<file path="src/rtl/fetch_debug_pkg.sv">
// rtl/fetch_debug_pkg.sv - shared states and command bytes for the fetch debug controller
package fetch_debug_pkg;

    typedef enum logic [2:0] {
        ST_IDLE,
        ST_LOAD_CNT,
        ST_LOAD_WORD,
        ST_LOAD_FLUSH,
        ST_RUN,
        ST_STEP
    } state_e;

    localparam logic [7:0] CMD_LOAD = 8'h4C;
    localparam logic [7:0] CMD_RUN  = 8'h52;
    localparam logic [7:0] CMD_STEP = 8'h53;
    localparam logic [7:0] CMD_HALT = 8'h48;

    localparam int WORD_BYTES = 4;

endpackage

</file>
<file path="src/rtl/fetch_debug_ctrl_if.sv">
// rtl/fetch_debug_ctrl_if.sv - UART byte input, fetch-stage control and imem write port
interface fetch_debug_ctrl_if;

    logic [7:0]  i_rx_data;
    logic        i_rx_valid;
    logic        i_program_end;
    logic        o_write_instruction_mem;
    logic [31:0] o_instruction_mem_addr;
    logic [31:0] o_instruction_mem_data;
    logic        o_halt;
    logic        o_cpu_reset;
    logic        o_done;
    logic        o_busy;

    modport slave (
        input  i_rx_data, i_rx_valid, i_program_end,
        output o_write_instruction_mem, o_instruction_mem_addr, o_instruction_mem_data,
        output o_halt, o_cpu_reset, o_done, o_busy
    );

    modport master (
        output i_rx_data, i_rx_valid, i_program_end,
        input  o_write_instruction_mem, o_instruction_mem_addr, o_instruction_mem_data,
        input  o_halt, o_cpu_reset, o_done, o_busy
    );

endinterface

</file>
<file path="src/rtl/byte_word_assembler.sv">
// rtl/byte_word_assembler.sv - little-endian 8-to-32 assembler, pulses once per completed word
module byte_word_assembler
    import fetch_debug_pkg::*;
(
    input  logic        clk,
    input  logic        rst_n,
    input  logic        clear,
    input  logic [7:0]  in_tdata,
    input  logic        in_tvalid,
    output logic [31:0] o_word,
    output logic        o_word_valid
);

    logic [1:0]  idx;
    logic [23:0] partial;

    // o_word is a separate register so the write data holds between strobes
    always_ff @(posedge clk or negedge rst_n) begin
        if (!rst_n) begin
            idx          <= 2'd0;
            partial      <= 24'd0;
            o_word       <= 32'd0;
            o_word_valid <= 1'b0;
        end else begin
            o_word_valid <= 1'b0;
            if (clear) begin
                idx     <= 2'd0;
                partial <= 24'd0;
            end else if (in_tvalid) begin
                if (idx == 2'(WORD_BYTES - 1)) begin
                    o_word       <= {in_tdata, partial};
                    o_word_valid <= 1'b1;
                    idx          <= 2'd0;
                end else begin
                    case (idx)
                        2'd0:    partial[7:0]   <= in_tdata;
                        2'd1:    partial[15:8]  <= in_tdata;
                        default: partial[23:16] <= in_tdata;
                    endcase
                    idx <= idx + 2'd1;
                end
            end
        end
    end

endmodule

</file>
<file path="src/rtl/fetch_debug_ctrl.sv">
// rtl/fetch_debug_ctrl.sv - debug/boot sequencer: program load, run and single-step of the fetch stage
module fetch_debug_ctrl
    import fetch_debug_pkg::*;
#(
    parameter int IMEM_DEPTH = 256
)
(
    input  logic               i_clk,
    input  logic               i_reset,
    fetch_debug_ctrl_if.slave  bus
);

    localparam logic [31:0] LAST_ADDR = 32'((IMEM_DEPTH - 1) * WORD_BYTES);

    state_e      state, state_next;
    logic        done_next, cpu_reset_next, halt_next;
    logic        halt_q, done_q, cpu_reset_q;
    logic [7:0]  words_left;
    logic [31:0] addr;
    logic [31:0] word;
    logic        word_valid;
    logic        load_start, last_write, asm_valid;

    assign load_start = (state == ST_LOAD_CNT) && bus.i_rx_valid && (bus.i_rx_data != 8'd0);
    assign last_write = word_valid && (words_left == 8'd1);
    // bytes trailing the final word of a load are not part of the program
    assign asm_valid  = (state == ST_LOAD_WORD) && bus.i_rx_valid && !last_write;

    byte_word_assembler u_asm (
        .clk          (i_clk),
        .rst_n        (i_reset),
        .clear        (load_start),
        .in_tdata     (bus.i_rx_data),
        .in_tvalid    (asm_valid),
        .o_word       (word),
        .o_word_valid (word_valid)
    );

    always_ff @(posedge i_clk or negedge i_reset) begin
        if (!i_reset) state <= ST_IDLE;
        else          state <= state_next;
    end

    always_comb begin
        state_next     = state;
        done_next      = 1'b0;
        cpu_reset_next = 1'b0;
        case (state)
            ST_IDLE: begin
                if (bus.i_rx_valid) begin
                    case (bus.i_rx_data)
                        CMD_LOAD: state_next = ST_LOAD_CNT;
                        CMD_RUN:  state_next = ST_RUN;
                        CMD_STEP: state_next = ST_STEP;
                        default:  state_next = ST_IDLE;
                    endcase
                end
            end
            ST_LOAD_CNT: begin
                if (bus.i_rx_valid) begin
                    if (bus.i_rx_data == 8'd0) begin
                        state_next = ST_IDLE;
                        done_next  = 1'b1;
                    end else begin
                        state_next = ST_LOAD_WORD;
                    end
                end
            end
            ST_LOAD_WORD: begin
                if (last_write) begin
                    state_next     = ST_LOAD_FLUSH;
                    done_next      = 1'b1;
                    cpu_reset_next = 1'b1;
                end
            end
            ST_LOAD_FLUSH: state_next = ST_IDLE;
            ST_RUN: begin
                if (bus.i_program_end || (bus.i_rx_valid && bus.i_rx_data == CMD_HALT)) begin
                    state_next = ST_IDLE;
                    done_next  = 1'b1;
                end
            end
            ST_STEP: begin
                state_next = ST_IDLE;
                done_next  = 1'b1;
            end
            default: state_next = ST_IDLE;
        endcase
        halt_next = !((state_next == ST_RUN) || (state_next == ST_STEP));
    end

    // pulses and halt are registered from the next state so they line up with the state they describe
    always_ff @(posedge i_clk or negedge i_reset) begin
        if (!i_reset) begin
            halt_q      <= 1'b1;
            done_q      <= 1'b0;
            cpu_reset_q <= 1'b0;
            addr        <= 32'd0;
            words_left  <= 8'd0;
        end else begin
            halt_q      <= halt_next;
            done_q      <= done_next;
            cpu_reset_q <= cpu_reset_next;
            if (load_start) begin
                addr       <= 32'd0;
                words_left <= bus.i_rx_data;
            end else if (word_valid && state == ST_LOAD_WORD) begin
                addr       <= (addr == LAST_ADDR) ? 32'd0 : addr + 32'(WORD_BYTES);
                words_left <= words_left - 8'd1;
            end
        end
    end

    assign bus.o_write_instruction_mem = word_valid;
    assign bus.o_instruction_mem_addr  = addr;
    assign bus.o_instruction_mem_data  = word;
    assign bus.o_halt                  = halt_q;
    assign bus.o_cpu_reset             = cpu_reset_q;
    assign bus.o_done                  = done_q;
    assign bus.o_busy                  = (state != ST_IDLE);

endmodule
</file>
<file path="src/flat_wrapper.sv">
// flat-port wrapper written by rule: the top's interface ports become plain ports
module fetch_debug_ctrl_flat import fetch_debug_pkg::*;
#(
    parameter int IMEM_DEPTH = 256
)
  (i_clk, i_reset, bus_i_rx_data, bus_i_rx_valid, bus_i_program_end, bus_o_write_instruction_mem, bus_o_instruction_mem_addr, bus_o_instruction_mem_data, bus_o_halt, bus_o_cpu_reset, bus_o_done, bus_o_busy);
  fetch_debug_ctrl_if bus_i ();
  input  logic i_clk;
  input  logic i_reset;
  input wire logic [$bits(bus_i.i_rx_data)-1:0] bus_i_rx_data;
  input wire logic [$bits(bus_i.i_rx_valid)-1:0] bus_i_rx_valid;
  input wire logic [$bits(bus_i.i_program_end)-1:0] bus_i_program_end;
  output wire logic [$bits(bus_i.o_write_instruction_mem)-1:0] bus_o_write_instruction_mem;
  output wire logic [$bits(bus_i.o_instruction_mem_addr)-1:0] bus_o_instruction_mem_addr;
  output wire logic [$bits(bus_i.o_instruction_mem_data)-1:0] bus_o_instruction_mem_data;
  output wire logic [$bits(bus_i.o_halt)-1:0] bus_o_halt;
  output wire logic [$bits(bus_i.o_cpu_reset)-1:0] bus_o_cpu_reset;
  output wire logic [$bits(bus_i.o_done)-1:0] bus_o_done;
  output wire logic [$bits(bus_i.o_busy)-1:0] bus_o_busy;
  assign bus_i.i_rx_data = bus_i_rx_data;
  assign bus_i.i_rx_valid = bus_i_rx_valid;
  assign bus_i.i_program_end = bus_i_program_end;
  assign bus_o_write_instruction_mem = bus_i.o_write_instruction_mem;
  assign bus_o_instruction_mem_addr = bus_i.o_instruction_mem_addr;
  assign bus_o_instruction_mem_data = bus_i.o_instruction_mem_data;
  assign bus_o_halt = bus_i.o_halt;
  assign bus_o_cpu_reset = bus_i.o_cpu_reset;
  assign bus_o_done = bus_i.o_done;
  assign bus_o_busy = bus_i.o_busy;
  fetch_debug_ctrl #(.IMEM_DEPTH(IMEM_DEPTH)) u_core (.i_clk(i_clk), .i_reset(i_reset), .bus(bus_i));
endmodule
</file>
<file path="config.mk">
export PLATFORM = sky130hd
export DESIGN_NAME = fetch_debug_ctrl_flat
export DESIGN_NICKNAME = d
export VERILOG_FILES = /design/src/rtl/fetch_debug_pkg.sv /design/src/rtl/fetch_debug_ctrl_if.sv /design/src/rtl/byte_word_assembler.sv /design/src/rtl/fetch_debug_ctrl.sv /design/src/flat_wrapper.sv
export SDC_FILE = /design/constraint.sdc
export NUM_CORES = 1
export LEC_CHECK = 0
export ABC_AREA = 1
export BUFFER_PORTS_ARGS = -buffer_cell sky130_fd_sc_hd__buf_2
export CAP_MARGIN = 40
export CORE_ASPECT_RATIO = 0.75
export CORE_MARGIN = 1.5
export CORE_UTILIZATION = 53
export CTS_BUF_LIST = sky130_fd_sc_hd__clkbuf_4
export CTS_CLUSTER_SIZE = 25
export DETAILED_ROUTE_END_ITERATION = 8
export GPL_TIMING_DRIVEN = 0
export PLACE_DENSITY = 0.77
export SLEW_MARGIN = 10
export SYNTH_ARGS = -nofsm -noshare
export SYNTH_HDL_FRONTEND = slang
export SYNTH_SLANG_ARGS = --single-unit
</file>
<file path="constraint.sdc">
create_clock -name i_clk -period 3.1 [get_ports i_clk]
set_clock_uncertainty 0.1 [all_clocks]
set_input_delay 0.62 -clock i_clk [delete_from_list [all_inputs] [get_ports i_clk]]
set_output_delay 0.62 -clock i_clk [all_outputs]
set_load 0.02 [all_outputs]
</file>
### After elaboration in Yosys (flattened, before gate mapping)

Index checks and enable logic that the tools add are counted.

| word-level totals | value |
|---|---|
| bits in registers | 105 |
| bits of input ports | 12 |
| word-level logic and storage cells | 87 |
| output and inout port bits | 69 |

| cells by class | value |
|---|---|
| add/sub/neg operators | 3 |
| bitwise operators | 1 |
| equality and inequality tests | 16 |
| multiplexer cells | 30 |
| reductions and logical operators | 25 |

Operators with widths:

| kind | number |
|---|---|
| 32-bit two-way mux | 3 |
| 24-bit two-way mux | 3 |
| 8-bit two-way mux | 5 |
| 32-bit by 3-bit adder with 32-bit output, second input constant | 1 |
| 32-bit by 10-bit == test with 1-bit output, second input constant | 1 |
| 8-bit by 7-bit == test with 1-bit output, second input constant | 4 |
| 3-bit == test, second input constant | 4 |
| 3-bit two-way mux | 4 |
| 3-bit case mux with 4 select lines | 1 |
| 3-bit AND reduction | 4 |
| 3-bit case mux with 3 select lines | 1 |
| 8-bit by 1-bit == test with 1-bit output, second input constant | 1 |
| 8-bit zero test | 1 |
| 1-bit two-way mux | 8 |
| 2-bit two-way mux | 4 |
| 2-bit nonzero test | 4 |
| 8-bit nonzero test | 1 |
| 8-bit by 1-bit subtractor with 8-bit output, second input constant | 1 |
| 1-bit logical AND | 7 |
| 2-bit by 1-bit inequality test with 1-bit output, second input constant | 2 |
| 1-bit case mux with 4 select lines | 1 |
| 3-bit by 1-bit == test with 1-bit output, second input constant | 1 |
| 3-bit by 2-bit == test with 1-bit output, second input constant | 1 |
| 3-bit zero test | 1 |
| other kinds (9) | 11 |

### Longest topological paths before layout

Gate-level depths: netlist (run 1).

| logic depth | value |
|---|---|
| word-level depth | 8 |
| depth in mapped cells | 11 |

### Cells and area by module

A second synthesis (run 1) with hierarchy kept.

| second synthesis, totals | value |
|---|---|
| cell total of the unflattened synthesis | 747 |
| area total of the unflattened synthesis | 5590.4 µm² |

Modules (own cells, without submodules):

| module | cells each | area each (µm²) | instances |
|---|---|---|---|
| fetch_debug_ctrl | 478 | 3145.5 | 1 |
| byte_word_assembler | 269 | 2444.8 | 1 |

### Worst setup path before layout (run 1)

Ideal clock, no wire load.

| timing | value |
|---|---|
| path type | reg-to-reg |
| start point | reg u_core.addr[2], in the netlist u_core.bus.o_instruction_mem_addr[2] |
| end point | reg u_core.addr[18], in the netlist u_core.bus.o_instruction_mem_addr[18] |
| buffers on the path | 0 |
| period minus slack after synthesis | 1.753 ns |
| setup time | 0.118 ns |
| arrival | 1.534 ns |
| setup slack | 1.347 ns |
| stages on the path, launching flop included | 9 |
| cells stage by stage | dfrtp_1 -> ha_1 -> nand3_1 -> inv_1 -> nand2_1 -> nor2_1 -> or2_2 -> nand4_1 -> nand2_1 |

| on the way | value |
|---|---|
| word-level cells in the longest chain between the ends | 4 |
| elaborated cells on any way between the ends | 5 |
| classes of those cells | 1 x add/sub; 1 x eq/ne; 3 x mux |

RTL lines:

| element | RTL line | text |
|---|---|---|
| start: declaration | fetch_debug_ctrl.sv:19 | `logic [31:0] addr;` |
| start signal: assignment | fetch_debug_ctrl.sv:108 | `addr <= (addr == LAST_ADDR) ? 32'd0 : addr + 32'(WORD_BYTES);` |
| 32-bit by 3-bit adder with 32-bit output / 32-bit by 10-bit == test with 1-bit output (equally long branches) | fetch_debug_ctrl.sv:108 |  |
| 32-bit two-way mux (*) | fetch_debug_ctrl.sv:108 |  |
| 32-bit two-way mux (*) | fetch_debug_ctrl.sv:107 | `end else if (word_valid && state == ST_LOAD_WORD) begin` |
| 32-bit two-way mux (*) | fetch_debug_ctrl.sv:104 | `if (load_start) begin` |

Mark *: on every way between the ends. The rest lies on a longest branch, timed or not. The select of a mux whose other input is x is not followed.
A chain may end at the register's enable or synchronous reset.

### Final worst setup path (run 1)

| timing | value |
|---|---|
| start point | reg u_core.state[1] |
| end point | out bus_o_busy |

| on the way | value |
|---|---|
| word-level cells in the longest chain between the ends | 1 |

RTL lines:

| element | RTL line | text |
|---|---|---|
| start: declaration | fetch_debug_ctrl.sv:15 | `state_e state, state_next;` |
| start signal: assignment | fetch_debug_ctrl.sv:41 | `else state <= state_next;` |
| 3-bit nonzero test | fetch_debug_ctrl.sv:120 | `assign bus.o_busy = (state != ST_IDLE);` |
| end: declaration | flat_wrapper.sv:19 | `output wire logic [$bits(bus_i.o_busy)-1:0] bus_o_busy;` |

Every way passes these cells.

==> results.py, run 1 <==
metrics = {
    "synthesis": {
        "ys.flop_type": "dfrtp_1",
        "yosys.area_share.simple_pct": 34.37,
        "synth_xor_area_share_pct": 1.254,
        "syn_area_um2": 5588,
        "synth_edf_count": 0,
        "synth_top_family_by_area": "simple AND/OR/NAND/NOR gates",
        "netlist_instances": 713,
        "synthArstFlopShare_pct": 100.0,
        "yosys_warnings": 0,
        "yosysSeqAreaShare_pct": 46.15,
        "synth-compound-area-share_pct": 9.427,
        "ys_ff_latch": 103,
        "ys_types": 38,
        "syn_area_per_cell_um2": 7.837,
        "synth_fa_ha_area_share_pct": 1.343,
        "yosys-mux-area-fraction_pct": 0,
    },
    "drt": {
        "routed_wl_um": 14370,
        "vias": 5053,
        "drc_errors": 0,
        "routedWlPerCell_um": 15.19,
        "avgViaCountPerCell": 5.341,
        "first_iter_violations": 426,
        "final_antenna_net_count": 0,
        "drt_first_pass_iters": 5,
    },
    "clocking": {
        "post_cts_buffers": 0,
        "htreeDepth": 3,
        "cts-root-buf": "clkbuf_4",
        "numCtsBuffers": 9,
        "cts_tree": "built",
        "cts_resized": 0,
        "postCtsHoldBufs": 1,
        "clkTransAtPathRegs_ns": 0.16,
        "clock_path_buffers": 2,
        "clk_latency_ns": 0.47,
        "clkSinkCount": 103,
    },
    "sta": {
        "tns_ns": 0,
        "period_share_pct": 66.87,
        "final-max-slew-violation-count": 0,
        "tightest_slew_ns": 0.5555,
        "hold_viol": 0,
        "rsz0062_at_grt": "false",
        "setup_violations": 0,
        "max-slew-margin-rel_pct": 62.97,
        "timing.final.crit_period_ns": 2.073,
        "max_freq_mhz": 482.4,
        "hold-worst-slack_ns": 0.3041,
    },
    "power_and_ir_drop": {
        "swShare_pct": 37.75,
        "p_sw_mw": 1.321,
        "irDropWorstVdd_mv": 0.3086,
        "seqPwrFrac_pct": 52.4,
        "p_clk_share_pct": 19.2,
        "p_leak_nw": 3.326,
        "power_density_nw_per_um2": 553.5,
        "p_comb_share_pct": 28.4,
        "p_int_mw": 2.178,
    },
    "layout": {
        "drive_gt1_share_pct": 20.25,
        "mostFrequentLayoutCells": "254 x nand2_1, 102 x dfrtp_1, 81 x buf_2",
        "layout.nets": 823,
        "final_common_cell": "nand2_1",
        "antenna_cells": 0,
        "final_core_utilization_pct": 61.43,
        "syn_to_final_growth_pct": 13.12,
        "fin_area_um2": 6321,
    },
    "placed_design": {
        "place.gp.congestion": 0.9487,
        "hpwl_um": 10890,
        "placed_cell_area_um2": 6182,
        "place.port_buffers": 78,
    },
    "worst_setup_path": {
        "worstPathArrival_ns": 1.35,
        "reg2reg_from": "u_core.bus.o_instruction_mem_addr[2]",
        "cp_max_fo": 4,
        "crit_required_ns": 2.38,
        "endpoint_kind": "primary output",
        "ff2ff_path_depth": 6,
        "startpoint_type": "register",
        "startpoint": "u_core.state[1]",
        "critical_path_class": "register to primary output",
    },
    "grt": {
        "grtUsageTotal_pct": 27.46,
        "grt_max_degree": 69,
        "overflow": 0,
        "antenna_found_initial": 0,
        "grt_pass1_wl_um": 23660,
        "grt_pass1_vias": 4752,
    },
    "floorplan": {
        "die_w_um": 121.6,
        "start_util_pct": 54.30,
        "rows": 32,
        "io_pins": 81,
        "die_area_um2": 11170,
        "die_h_um": 91.93,
        "coreArea_um2": 10290,
    },
    "min_path": {
        "hold_path_class": "primary input to register",
        "hold_path.startpoint": "bus_i_rx_valid",
        "min_path_cells": 2,
    },
    "run_status": {
        "status": "finished, final reports clean",
    },
    "flow_run": {
        "max_cap_viol_count": 0,
    },
}
cell usage after synthesis, types with 4 or more instances:
cell	count	share of area, %
o21ai_2	16	2.5
buf_4	8	1.1
nand2_1	254	17
ha_1	6	1.3
nand2_4	5	1.0
dfrtp_1	102	46
nand4_1	32	3.6
xor2_1	7	1.1
o21ai_0	39	3.5
nor2_1	77	5.2
buf_2	4	0.36
buf_6	6	1.2
nand3_1	35	3.1
inv_2	7	0.47
o21ai_1	17	1.5
inv_1	52	3.5
clkbuf_1	6	0.40
cell families (layout without fill, tap and decap cells):
family | Yosys count | in the layout
xor gates and xnor gates | 8 | 8
DFF | 103 | 103
and+or+nand+nor | 424 | 424
buffers and inverters | 85 | 181
other | 1 | 2
AOI/OAI and AO/OA | 86 | 86
adders and majority gates | 6 | 6
area by class of cell:
| cell class | count | area (um2) |
|---|---|---|
| buffer | 25 | 185.2 |
| clock buffer | 9 | 67.56 |
| clock inverter | 7 | 61.31 |
| fill | 929 | 3969 |
| inverter | 60 | 227.7 |
| multi-input combinational | 526 | 2600 |
| sequential | 103 | 2579 |
| tap | 136 | 170.2 |
| timing repair buffer | 80 | 430.4 |
power by group through the flow:
stage	sequential [mW]	clock (mW)	combinational, mW
after global placement	1.84	0	0.952
after CTS	1.83	0.691	1.00
after detailed placement	1.86	0	0.998
after global routing	1.87	0.750	1.11
final	1.83	0.671	0.995
after floorplan	1.98	0	0.530
path summary, 6_finish.rpt:
kind                       slack [ns]                                     to
setup / recovery                 1.03                             bus_o_busy
hold reg to reg                  0.40                u_core.u_asm.o_word[11]
min in group asynchronous        0.54  u_core.bus.o_instruction_mem_addr[14]
setup reg to reg                 1.09  u_core.bus.o_instruction_mem_addr[16]
hold / removal                   0.30                        u_core.state[0]
max in group asynchronous        1.69                 u_core.u_asm.o_word[6]
sequential cells by signal, summed over array words and instances (netlist names):
name,flops
u_core.bus.o_halt,1
u_core.bus.o_done,1
u_core.u_asm.partial,24
u_core.bus.o_instruction_mem_addr,30
u_core.u_asm.o_word,32
u_core.u_asm.o_word_valid,1
u_core.state,3
u_core.bus.o_cpu_reset,1
u_core.words_left,8
u_core.u_asm.idx,2
per-layer routing:
metal	GRT usage [%]	part of all wire, %	vias up
met2	40.30	43	165
met1	41.64	49	2392
met5	0	0	-
li1	-	-	2479
met4	6.176	0.89	0
met3	5.846	7.1	17
worst max-delay path, stage by stage, from the launching register on:
cell	delay (ns)
dfrtp_1	0.49
inv_2	0.12
nand3_1	0.11
buf_2	0.18
per-stage QoR:
step / power, mW / worst slack [ns] / cells
2_1_floorplan: 2.514 / 1.347 / 714
3_3_place_gp: 2.795 / 0.2242 / 928
3_5_place_dp: 2.859 / 1.074 / 929
4_1_cts: 3.524 / 1.001 / 946
5_1_grt: 3.729 / 0.9047 / 946
6_report: 3.499 / 1.027 / 946
No activity file was read; power rests on OpenSTA's default activity.
==> run 2, diff against run 1 <==
--- a/config.mk
+++ b/config.mk
@@ -5,7 +5,7 @@
 export SDC_FILE = /design/constraint.sdc
 export NUM_CORES = 1
 export LEC_CHECK = 0
-export ABC_AREA = 1
+export ABC_AREA = 0
 export BUFFER_PORTS_ARGS = -buffer_cell sky130_fd_sc_hd__buf_2
 export CAP_MARGIN = 40
 export CORE_ASPECT_RATIO = 0.75
@@ -15,7 +15,7 @@
 export CTS_CLUSTER_SIZE = 25
 export DETAILED_ROUTE_END_ITERATION = 8
 export GPL_TIMING_DRIVEN = 0
-export PLACE_DENSITY = 0.77
+export PLACE_DENSITY = 0.81
 export SLEW_MARGIN = 10
 export SYNTH_ARGS = -nofsm -noshare
 export SYNTH_HDL_FRONTEND = slang
==> constraint.sdc (replaced) <==
create_clock -name i_clk -period 1.9 [get_ports i_clk]
set_clock_uncertainty 0.1 [all_clocks]
set_input_delay 0.38 -clock i_clk [delete_from_list [all_inputs] [get_ports i_clk]]
set_output_delay 0.38 -clock i_clk [all_outputs]
set_load 0.02 [all_outputs]
==> run 2 against run 1 <==
Net effect: non-clock buffer count rose by 63; critical endpoint is now u_core.u_asm.partial[15]; clock power rose by 80%; first-iteration DRC count rose by 42%; die area fell by 12%; sequential share of layout area fell by 4.3 points; the flow now finishes with violations (setup timing).
==> results.py, run 2 <==
metrics = {
    "sta": {
        "tightest_slew_ns": 0.5910,
        "max-slew-margin-rel_pct": 60.30,
        "rsz0062_at_grt": "true",
        "tns_ns": -25.39,
        "setup_violations": 92,
        "period_share_pct": 119.5,
        "fin_ws_ns": -0.3709,
        "final-max-slew-violation-count": 0,
        "timing.final.crit_period_ns": 2.271,
        "hold-worst-slack_ns": 0.09710,
        "max_freq_mhz": 440.3,
        "hold_viol": 0,
    },
    "worst_setup_path": {
        "endpoint_kind": "register",
        "worstPathArrival_ns": 2.56,
        "crit_required_ns": 2.18,
        "cp_max_fo": 8,
        "cpMaxStageDelayCell": "dfrtp_1",
        "crit_chain": "inv_2 -> ha_4 -> nor4bb_4 -> a311oi_4 -> and2b_2 -> a21oi_4 -> buf_12 -> mux2_4",
        "startpoint_type": "register",
        "critical_path_class": "register to register",
        "slowest_delay_ns": 0.44,
    },
    "drt": {
        "routedWlPerCell_um": 24.10,
        "routed_wl_um": 17090,
        "final_antenna_net_count": 0,
        "drc_errors": 0,
        "avgViaCountPerCell": 6.666,
        "vias": 4726,
        "first_iter_violations": 606,
        "drt_first_pass_iters": 5,
    },
    "synthesis": {
        "synthArstFlopShare_pct": 100.0,
        "ys.flop_type": "dfrtp_1",
        "syn_area_um2": 4892,
        "ys_ff_latch": 103,
        "synth_edf_count": 0,
        "netlist_instances": 429,
        "yosys_warnings": 0,
        "yosysSeqAreaShare_pct": 52.71,
        "synth_top_area_share_pct": 52.17,
        "synth.most_common_cell": "dfrtp_1",
        "synthTopCellsByArea": "dfrtp_1 52%, mux2_2 12%, nor2_1 2.9%",
        "ys_types": 58,
        "synthTopCellsByCount": "102 x dfrtp_1, 54 x mux2_2, 38 x nor2_1, 22 x nand2_1, 15 x a21oi_1",
        "syn_area_per_cell_um2": 11.40,
        "yosysTopAreaCell": "dfrtp_1",
    },
    "clocking": {
        "numCtsBuffers": 9,
        "clock_path_buffers": 2,
        "clkSinkCount": 103,
        "cts-root-buf": "clkbuf_4",
        "clk_latency_ns": 0.50,
        "clkTransAtPathRegs_ns": 0.18,
        "cts_tree": "built",
        "htreeDepth": 3,
    },
    "grt": {
        "antenna_found_initial": 0,
        "overflow": 0,
        "grtUsageTotal_pct": 29.33,
        "grt_max_degree": 69,
        "grt_pass1_wl_um": 22110,
        "grt_pass1_vias": 4302,
    },
    "layout": {
        "largest_reg_flops": 32,
        "stdcell_count": 709,
        "layout.nets": 609,
        "drive_gt1_share_pct": 54.19,
        "mostFrequentLayoutCells": "91 x dfrtp_1, 76 x buf_2, 46 x buf_4",
        "final_common_cell": "dfrtp_1",
        "top_register": "u_core.u_asm.o_word",
        "final_core_utilization_pct": 78.75,
        "syn_to_final_growth_pct": 45.01,
        "fin_area_um2": 7094,
    },
    "placed_design": {
        "placed_cell_area_um2": 5530,
        "place.port_buffers": 77,
        "place.gp.congestion": 0.9636,
        "place_inst": 620,
        "post-place-ws_ns": -0.7163,
        "hpwl_um": 8595,
    },
    "floorplan": {
        "die_area_um2": 9822,
        "start_util_pct": 54.31,
        "io_pins": 81,
        "die_h_um": 86.21,
        "coreArea_um2": 9009,
        "die_w_um": 113.9,
        "rows": 30,
    },
    "power_and_ir_drop": {
        "finalPower_mw": 5.420,
        "irDropWorstVdd_mv": 0.5496,
        "power_density_nw_per_um2": 763.9,
        "p_leak_nw": 3.433,
    },
    "flow_run": {
        "max_cap_viol_count": 0,
    },
    "run_status": {
        "violations": "setup timing",
        "status": "finished with violations",
    },
    "min_path": {
        "hold_path_class": "primary input to register",
    },
}
[run 2: final timing paths]
| check | endpoint | slack [ns] | from | cells after the start |
|---|---|---|---|---|
| worst max-delay path | u_core.u_asm.partial[15] | -0.37 | u_core.words_left[1] | 8 |
| worst min-delay path | u_core.words_left[2] | 0.1 | bus_i_rx_data[2] | 3 |
| worst max register to register | u_core.u_asm.partial[15] | -0.37 | u_core.words_left[1] | 8 |
| worst min register to register | u_core.u_asm.o_word[0] | 0.42 | u_core.u_asm.o_word[0] | 1 |
| max in group asynchronous | u_core.bus.o_halt | 0.69 | i_reset | 3 |
| min in group asynchronous | u_core.bus.o_instruction_mem_addr[3] | 0.28 | i_reset | 2 |
[run 2: what timing repair did]
item / in CTS / in global routing
cloned: 3 / 4
hold buffers: 1 / 0
endpoints found under the hold margin: 35 / 0
buffers inserted: 41 / 38
pin swaps: 29 / 54
setup endpoints to repair: 93 / 99
gates resized for setup: 78 / 99
[run 2: kinds of logic (layout without fill, tap and decap cells)]
| logic type | after synthesis | count (layout) | share of synthesized area (%) |
|---|---|---|---|
| simple gates | 143 | 143 | 15.63 |
| xor+xnor | 18 | 18 | 3.222 |
| mux | 59 | 59 | 13.53 |
| fa+ha+maj | 6 | 6 | 1.534 |
| buf+inv | 29 | 195 | 2.737 |
| other cells | 1 | 3 | 0.07665 |
| flops | 103 | 103 | 52.71 |
| compound gates | 70 | 70 | 10.56 |
[run 2: power by group]
group	internal [mW]	switching (mW)
Sequential	2.58	0.300
Clock	0.423	0.787
Combinational	0.686	0.645
[run 2: per-layer routing]
metal	track usage (%)	part of all wire, %
met1	40.28	39
met2	44.30	45
met3	7.902	11
met4	12.73	4.8
met5	0	0
[run 2: worst max-delay path: cells and delay by family (launching register included)]
kind / cells / cell delay (ns)
compound gates: 2 / 0.32
fa+ha+maj: 1 / 0.14
buf+inv: 2 / 0.25
flops: 1 / 0.44
mux: 1 / 0.31
simple gates: 2 / 0.59
[run 2: layout make-up]
cell class	instances	area [um2]
diodes	1	2.502
plain buffers	12	151.4
clock buffers	10	75.07
clock inverters	6	67.56
fillers	439	1914
inverters	11	41.29
multi-input cells	298	2774
flip-flops and latches	103	2592
well taps	112	140.1
repair buffers	156	1250
==> run 3, diff against run 2 <==
--- a/config.mk
+++ b/config.mk
@@ -15,7 +15,7 @@
 export CTS_CLUSTER_SIZE = 25
 export DETAILED_ROUTE_END_ITERATION = 8
 export GPL_TIMING_DRIVEN = 0
-export PLACE_DENSITY = 0.81
+export PLACE_DENSITY = 0.78
 export SLEW_MARGIN = 10
 export SYNTH_ARGS = -nofsm -noshare
 export SYNTH_HDL_FRONTEND = slang
==> constraint.sdc (replaced) <==
create_clock -name i_clk -period 2.32 [get_ports i_clk]
set_clock_uncertainty 0.1 [all_clocks]
set_input_delay 0.464 -clock i_clk [delete_from_list [all_inputs] [get_ports i_clk]]
set_output_delay 0.464 -clock i_clk [all_outputs]
set_load 0.02 [all_outputs]
==> run 3 against run 2 <==
Net effect: the flow still finishes with violations (setup timing); hold slack better by 0.12 ns; final area is 18% lower; clock-buffer cell count is 1 lower; combinational power is 34% lower; sequential power is 20% lower; first-iteration DRC count is 47% lower; via count is 16% lower; die area stayed put; largest cell class is now sequential cells.
==> results.py, run 3 (synthesized netlist as in run 2, its figures left out) <==
metrics = {
    "floorplan": {
        "die_w_um": 113.9,
        "die_area_um2": 9822,
        "die_h_um": 86.21,
        "coreArea_um2": 9009,
        "start_util_pct": 54.31,
        "io_pins": 81,
        "rows": 30,
    },
    "min_path": {
        "hold_path.startpoint": "bus_i_rx_data[4]",
        "hold_path_class": "primary input to register",
    },
    "drt": {
        "final_antenna_net_count": 0,
        "route.met2.wl_um": 5456,
        "avgViaCountPerCell": 6.125,
        "met1_length_um": 5531,
        "wl_met3_um": 995,
        "highest_layer": "met4",
        "drt_first_pass_iters": 5,
        "vias": 3969,
        "routed_wl_um": 12170,
        "first_iter_violations": 320,
        "routedWlPerCell_um": 18.78,
        "drc_errors": 0,
    },
    "sta": {
        "hold-worst-slack_ns": 0.2161,
        "max-slew-margin-rel_pct": 55.21,
        "setup_violations": 1,
        "tns_ns": -0.002049,
        "hold_viol": 0,
        "period_share_pct": 100.1,
        "rsz0062_at_grt": "true",
        "timing.final.crit_period_ns": 2.322,
        "fin_ws_ns": -0.002049,
        "max_freq_mhz": 430.7,
        "final-max-slew-violation-count": 0,
        "tightest_slew_ns": 0.6678,
    },
    "run_status": {
        "violations": "setup timing",
        "status": "finished with violations",
    },
    "clocking": {
        "cts_tree": "built",
        "clock_path_buffers": 2,
        "htreeDepth": 3,
        "clkSinkCount": 103,
        "clkTransAtPathRegs_ns": 0.16,
        "cts-root-buf": "clkbuf_4",
        "clk_latency_ns": 0.47,
        "numCtsBuffers": 9,
    },
    "grt": {
        "grtUsageTotal_pct": 25.64,
        "overflow": 0,
        "grt_max_degree": 69,
        "antenna_found_initial": 0,
        "grt_pass1_vias": 3842,
        "grt_pass1_wl_um": 19640,
    },
    "layout": {
        "final_common_cell": "dfrtp_1",
        "stdcell_count": 648,
        "drive_gt1_share_pct": 38.06,
        "antenna_cells": 0,
        "mostFrequentLayoutCells": "97 x dfrtp_1, 84 x buf_2, 54 x mux2_2",
        "fin_area_um2": 5812,
        "nFillCells": 752,
        "syn_to_final_growth_pct": 18.80,
        "final_core_utilization_pct": 64.51,
        "multi_input_area_um2": 2270,
        "regArea_um2": 2585,
        "largest_reg_flops": 32,
        "top_register": "u_core.u_asm.o_word",
        "layout.nets": 550,
    },
    "worst_setup_path": {
        "crit_required_ns": 2.58,
        "crit_chain": "or3b_4 -> a311oi_4 -> and2b_2 -> a21oi_4 -> buf_6 -> mux2_4",
        "endpoint_kind": "register",
        "worstPathArrival_ns": 2.58,
        "slowest_delay_ns": 0.47,
        "startpoint": "u_core.state[0]",
        "reg2reg_from": "u_core.state[0]",
        "cp_max_fo": 7,
        "cpMaxStageDelayCell": "dfrtp_2",
        "startpoint_type": "register",
        "critical_path_class": "register to register",
    },
    "power_and_ir_drop": {
        "finalPower_mw": 4.058,
        "power_density_nw_per_um2": 698.3,
        "p_leak_nw": 2.888,
        "irDropWorstVdd_mv": 0.4157,
    },
    "placed_design": {
        "hpwl_um": 8481,
        "place_inst": 621,
        "place.gp.congestion": 0.9424,
        "placed_cell_area_um2": 5456,
        "place.port_buffers": 77,
        "post-place-ws_ns": -0.4158,
    },
    "flow_run": {
        "max_cap_viol_count": 0,
    },
}
-- run 3: layer usage --
layer	up-vias	GRT usage, %
li1	1776	-
met4	0	8.864
met5	-	0
met1	1948	37.26
met2	212	37.29
met3	33	6.993
-- run 3: report_power, final --
part	internal [mW]	leakage (nW)	total (mW)	switching [mW]
Clock	0.235	0.0624	0.872	0.637
Combinational	0.429	1.46	0.884	0.455
Sequential	2.11	1.36	2.30	0.192
Total	2.77	2.89	4.06	1.28
-- run 3: final timing paths --
check,cells after the start,endpoint,slack (ns)
setup reg to reg,6,u_core.u_asm.partial[6],-0.002
hold reg to reg,1,u_core.u_asm.o_word[28],0.42
setup / recovery,6,u_core.u_asm.partial[6],-0.002
hold / removal,2,u_core.u_asm.o_word[28],0.22
min in group asynchronous,2,u_core.u_asm.o_word[4],0.36
max in group asynchronous,3,u_core.bus.o_instruction_mem_addr[2],1.04
-- run 3: critical path, delay by kind of cell (launching register included) --
kind	cells	cell delay [ns]
buffers and inverters	1	0.14
DFF	1	0.47
AOI/OAI and AO/OA	2	0.47
muxes	1	0.29
and+or+nand+nor	2	0.75
-- run 3: cell type report --
| cell class | count | area share [%] |
|---|---|---|
| clock buffers | 9 | 1.163 |
| flip-flops and latches | 103 | 44.48 |
| repair buffers | 93 | 9.709 |
| clock inverters | 6 | 0.9473 |
| multi-input cells | 298 | 39.05 |
| well taps | 112 | 2.411 |
| plain buffers | 16 | 1.529 |
| inverters | 11 | 0.7104 |
-- run 3: timing repair --
item                                    CTS  global route
buffers inserted                          6             8
gates resized for setup                   7            22
endpoints found under the hold margin    34             0
pin swaps                                 5             5
hold buffers                              1             0
endpoints found under the setup margin   77            69
